`src/rtl/mux_req_arbiter.sv`:
```
// Registered N-to-1 request arbiter: fixed priority with an aging override.
// Forwards the winning payload, its source index and an aged flag.
module mux_req_arbiter #(
   parameter int NUM_REQ   = 4,
   parameter int DATA_W    = 8,
   parameter int AGE_LIMIT = 6,
   parameter int AGE_W     = 3
) (
   input  logic                       clk,
   input  logic                       rst,
   input  logic [NUM_REQ-1:0]         req_valid,
   input  logic [NUM_REQ*DATA_W-1:0]  req_data,
   output logic [NUM_REQ-1:0]         req_ready,
   output logic                       out_valid,
   output logic [DATA_W-1:0]          out_data,
   output logic [$clog2(NUM_REQ)-1:0] out_src,
   output logic                       out_aged,
   input  logic                       out_ready
);

   localparam int SRC_W = $clog2(NUM_REQ);
   localparam logic [AGE_W-1:0] CNT_MAX = '1;
   localparam logic [AGE_W-1:0] AGE_LIM = AGE_W'(AGE_LIMIT);

   typedef enum logic {EMPTY, FULL} state_t;

   state_t             state;
   logic [AGE_W-1:0]   cnt [NUM_REQ];
   logic [NUM_REQ-1:0] aged;
   logic [SRC_W-1:0]   win;
   logic               win_aged;
   logic               can_load;
   logic               grant;

   // Aged requesters outrank plain ones; lowest index wins within a class.
   always_comb begin
      aged = '0;
      for (int i = 0; i < NUM_REQ; i++) begin
         aged[i] = req_valid[i] & (cnt[i] >= AGE_LIM);
      end
      win_aged = |aged;
      win      = '0;
      for (int i = NUM_REQ - 1; i >= 0; i--) begin
         if (win_aged ? aged[i] : req_valid[i]) begin
            win = SRC_W'(i);
         end
      end
   end

   assign can_load  = (state == EMPTY) | out_ready;
   assign grant     = can_load & (|req_valid) & ~rst;
   assign req_ready = grant ? (NUM_REQ'(1) << win) : '0;

   always_ff @(posedge clk) begin
      if (rst) begin
         state     <= EMPTY;
         out_valid <= 1'b0;
         out_data  <= '0;
         out_src   <= '0;
         out_aged  <= 1'b0;
         for (int i = 0; i < NUM_REQ; i++) begin
            cnt[i] <= '0;
         end
      end else begin
         if (grant) begin
            state     <= FULL;
            out_valid <= 1'b1;
            out_data  <= req_data[win*DATA_W +: DATA_W];
            out_src   <= win;
            out_aged  <= win_aged;
         end else if (out_ready) begin
            state     <= EMPTY;
            out_valid <= 1'b0;
         end
         // Saturate rather than wrap so a starved requester stays aged.
         for (int i = 0; i < NUM_REQ; i++) begin
            if (req_ready[i] || !req_valid[i]) begin
               cnt[i] <= '0;
            end else if (cnt[i] != CNT_MAX) begin
               cnt[i] <= cnt[i] + 1'b1;
            end
         end
      end
   end

endmodule

```
`config.mk`:
```
export PLATFORM = sky130hd
export DESIGN_NAME = mux_req_arbiter
export DESIGN_NICKNAME = d
export VERILOG_FILES = /design/src/rtl/mux_req_arbiter.sv
export SDC_FILE = /design/constraint.sdc
export NUM_CORES = 1
export LEC_CHECK = 0
export CORE_AREA = 2 2 99 72
export DETAILED_ROUTE_END_ITERATION = 6
export DIE_AREA = 0 0 101 74
export GPL_TIMING_DRIVEN = 0
export PLACE_DENSITY_LB_ADDON = 0.2
export SYNTH_ARGS = -nofsm -noshare
export SYNTH_HDL_FRONTEND = slang
export SYNTH_SLANG_ARGS = --single-unit
```
`constraint.sdc`:
```
create_clock -name clk -period 2.5 [get_ports clk]
set_clock_uncertainty 0.1 [all_clocks]
set_input_delay 0.375 -clock clk [delete_from_list [all_inputs] [get_ports clk]]
set_output_delay 0.375 -clock clk [all_outputs]
set_load 0.005 [all_outputs]
```
# Word-level counts from Yosys, hierarchy flattened
# Memories as Yosys holds them, arrays and structs flattened.
# Index checks and enable logic that the tools add are counted.
[totals] memories=1 out_inout_bits=16 in_bits=39 ff_bits=12 elab_cells=96 mem_bits_rw=12
[mem_list] name="cnt" depth=4 width=3 rd=4 rd_ports_with_merged_regs=0 wr=4 line_no="28" source="logic [AGE_W-1:0] cnt [NUM_REQ];"
[op_classes] n_lt_le_gt_ge=4 add_sub_neg=4 n_reduce_logical=11 eq_ne=4 bitwise=17 shift=2 n_mux=49
[op_table] operator="1-bit two-way mux" n=36
[op_table] operator="32-bit by 6-bit indexed part select with 8-bit output" n=1
[op_table] operator="3-bit two-way mux" n=8
[op_table] operator="3-bit by 1-bit adder with 3-bit output, second input constant" n=4
[op_table] operator="3-bit greater-or-equal comparator, second input constant" n=4
[op_table] operator="3-bit inequality test, second input constant" n=4
[op_table] operator="1-bit OR" n=9
[op_table] operator="2-bit two-way mux" n=4
[op_table] operator="4-bit OR reduction" n=2
[op_table] operator="1-bit bitwise AND" n=6
[op_table] operator="1-bit zero test" n=4
[op_table] operator="1-bit logical OR" n=4
[op_table] operator="4-bit two-way mux" n=1
[op_table] operator="1-bit by 2-bit left shift with 4-bit output, first input constant" n=1
[op_table] operator="1-bit NOT" n=2
[op_table] operator="2-bit nonzero test" n=1

# Depth between registers and ports, before layout
[depth] ltp_word=16 ltp_mapped=7 depth_no_buf=7

# Worst setup path after synthesis
# Ideal clock, no wire load.
[synth_path] kind="flip-flop to flip-flop" start="memory cnt[0][1]" end="memory cnt[1][1], data pin" arrival_time_ns=1.883 path_buffers=0 period_less_slack_ns=2.238 stages_incl_launch_ff=7 setup_slack_ns=0.262 path_cell_list="edfxtp_1 -> ha_1 -> o211a_4 -> o41a_4 -> nor4_4 -> nor4_1 -> and2_1"
[synth_lines] element="start, declared" line_no="28"

==> results.toml <==
[critical_path]
end_kind = "output port"
start_kind = "flip-flop"
crit_path_max_fanout = 4
crit_path_top_delay_cell = "edfxtp_1"
worst-endpoint-required_ps = 2030
path_class = "flip-flop to output port"
max_stage_delay_ps = 420
arrival_ps = 1960
cp.buffers_inverters = 2
worstPathCellList = "ha_2, o211ai_1, nand2_2, nor4_4, buf_4, and2_4, buf_2"
path_delay_family = "simple AND/OR/NAND/NOR gates"

[min_path]
hold_class = "flip-flop to flip-flop"

[run]
drv_cap = 0

[yosys]
async_flop_share_pct = 0
ys_seq_area_share_pct = 39.6
synthCells = 154
yosysTopAreaCellShare_pct = 23.7
netlist_top_cells_area = "edfxtp_1, dfxtp_1, ha_1"
yosys.area.top_type = "edfxtp_1"
ys.warnings.count = 0
yosysUniqueCellTypes = 42
ys_ff_latch = 24
syn_area_per_cell_um2 = 9.86
synth_enable_flop_cells = 12
syn_area_mm2 = 0.00152
synthesis.nets = 203
synthFlopType = "edfxtp_1"

[sta]
hold_violations = 0
finalCritPeriodShare_pct = 97.2
setup_viol = 0
fin_setup_tns_ps = 0
maxSlewViolCount = 0
post-route-min-period_ps = 2430
clock.fmax_mhz = 412
tightest_slew_ps = 682
relSlewSlack_pct = 54.5

[power_and_ir_drop]
p_int_uw = 715
power_frac_seq_pct = 46.1
swShare_pct = 26.0
switchingPower_uw = 252
p_leak_uw = 0.00105
p_comb_share_pct = 24.6
clkPwrFrac_pct = 29.3
irDropWorstVdd_mv = 0.167
powerDensity_mw_per_mm2 = 400

[cts]
holdBufCountCts = 0
cts_made_buffers = 3
cts_sinks = 24
cts_root_buffer = "clkbuf_8"
cts_tree = "done"
insertion_delay_ps = 280
cts.path.max_buffers = 2
clk_pin_slew_ps = 100
htree_num_levels = 1

[detailed_routing]
first_iter_violations = 78
first_pass_iters = 4
wire_per_inst_um = 15.4
drt-vias-per-instance = 4.86
num_vias = 1530
drc = 0
ant_nets = 0
drt_wl_total_um = 4840

[floorplanning]
die_w_um = 101
die_h_um = 74
io_pins = 55
core_mm2 = 0.00657
initial_utilization_pct = 23.1
row_count = 25
die_area_mm2 = 0.00747

[placement]
hpwl_um = 3420
numPortBuffers = 52
gp_congestion = 0.842

[grt]
grt_max_degree = 14
grt-ovfl-total = 0
track_usage_pct = 13.2
grt_pass1_vias = 1520
grt_pass1_wl_um = 7710
antenna_found_initial = 0

[cells_and_area]
drive_gt1_share_pct = 23.5
layout_common_cells = "clkdlybuf4s50_1, buf_4, nor2_1, a21oi_1"
syn_to_final_growth_pct = 59.4
multi_input_area_um2 = 917
final_util_pct = 36.8
fillCellCount = 691
regArea_um2 = 601
fin_nets = 284
final_common_cell = "clkdlybuf4s50_1"
diodes = 0

[outcome]
status = "completed"
## Yosys cell counts, types with 4 or more instances
cell type and instances:
o22ai_1 4, a221oi_1 4, a21oi_1 13, dfxtp_1 12
or3_1 4, mux2i_1 4, o32ai_1 5, ha_1 10
nand2_1 5, nor3_1 5, and3_1 7, nor2_1 14
inv_1 10, edfxtp_1 12, nor4_1 5
## sequential cells by signal (all words and copies together) (netlist names)
| name | count |
|---|---|
| cnt | 12 |
| state | 1 |
| out_src | 2 |
| out_data | 8 |
| out_aged | 1 |
## final timing paths
kind / slack (ps) / endpoint / depth (start not counted) / startpoint
setup / recovery: 70 / req_ready[2] / 7 / cnt[0][1]
hold / removal: 390 / state / 2 / state
setup reg to reg: 170 / cnt[1][2] / 7 / cnt[2][1]
hold reg to reg: 390 / state / 2 / state
## power groups by stage
stage | clock (uW) | combinational, uW | sequential [uW]
floorplan | 0 | 91.6 | 455
global route | 305 | 261 | 450
CTS | 293 | 230 | 446
finish | 283 | 238 | 446
global placement | 0 | 215 | 456
detailed placement | 0 | 214 | 456
## through the flow
stage                     hold slack (ps)  instances  setup WS [ps]  cell area [um2]  power (uW)
after CTS                             398        308           23.9             2360         968
after global placement                381        287           -719             2140         670
after detailed placement              381        287           -702             2140         670
after floorplan                       372        154            262             1520         546
after global routing                  435        315          -3.69             2420        1020
final                                 391        315           69.9             2420         967
## per-layer routing
layer	vias up	track usage, %	part of all wire (%)
met1	713	19.7	52
met2	49	20.0	41
met3	2	3.38	6.6
met4	0	1.50	0.23
li1	766	-	-
met5	-	0	0
## kinds of logic (layout without fill, tap and decap cells)
logic type      after synthesis  after routing  share of synthesized area [%]
compound gates               43             43                           22.3
fa+ha+maj                    10             10                           8.24
buf+inv                      15             95                           4.12
flops                        24             24                           39.6
mux                           4              4                           2.64
simple gates                 58             58                           23.2
## area by class of cell
class / count / share of cell area [%]
buffer: 5 / 1.03
sequential: 24 / 24.8
multi-input combinational: 115 / 37.9
timing repair buffer: 76 / 28.2
tap: 81 / 4.19
inverter: 10 / 1.55
clock buffer: 4 / 2.28
## timing repair
item | in CTS | in global routing
gates resized for setup | 24 | 5
pin swaps | 11 | 9
setup buffers | 17 | 7
setup endpoints to repair | 12 | 6
cloned | 0 | 0
## worst register-to-register path, delay by kind of cell (launching register included)
family,cells,cell delay (ps)
AO/OA/AOI/OAI,2,690
adder cells (fa/ha/maj),1,200
buffers and inverters,1,180
flip-flops,1,400
AND/OR/NAND/NOR,3,520
No activity file was read; power rests on OpenSTA's default activity.
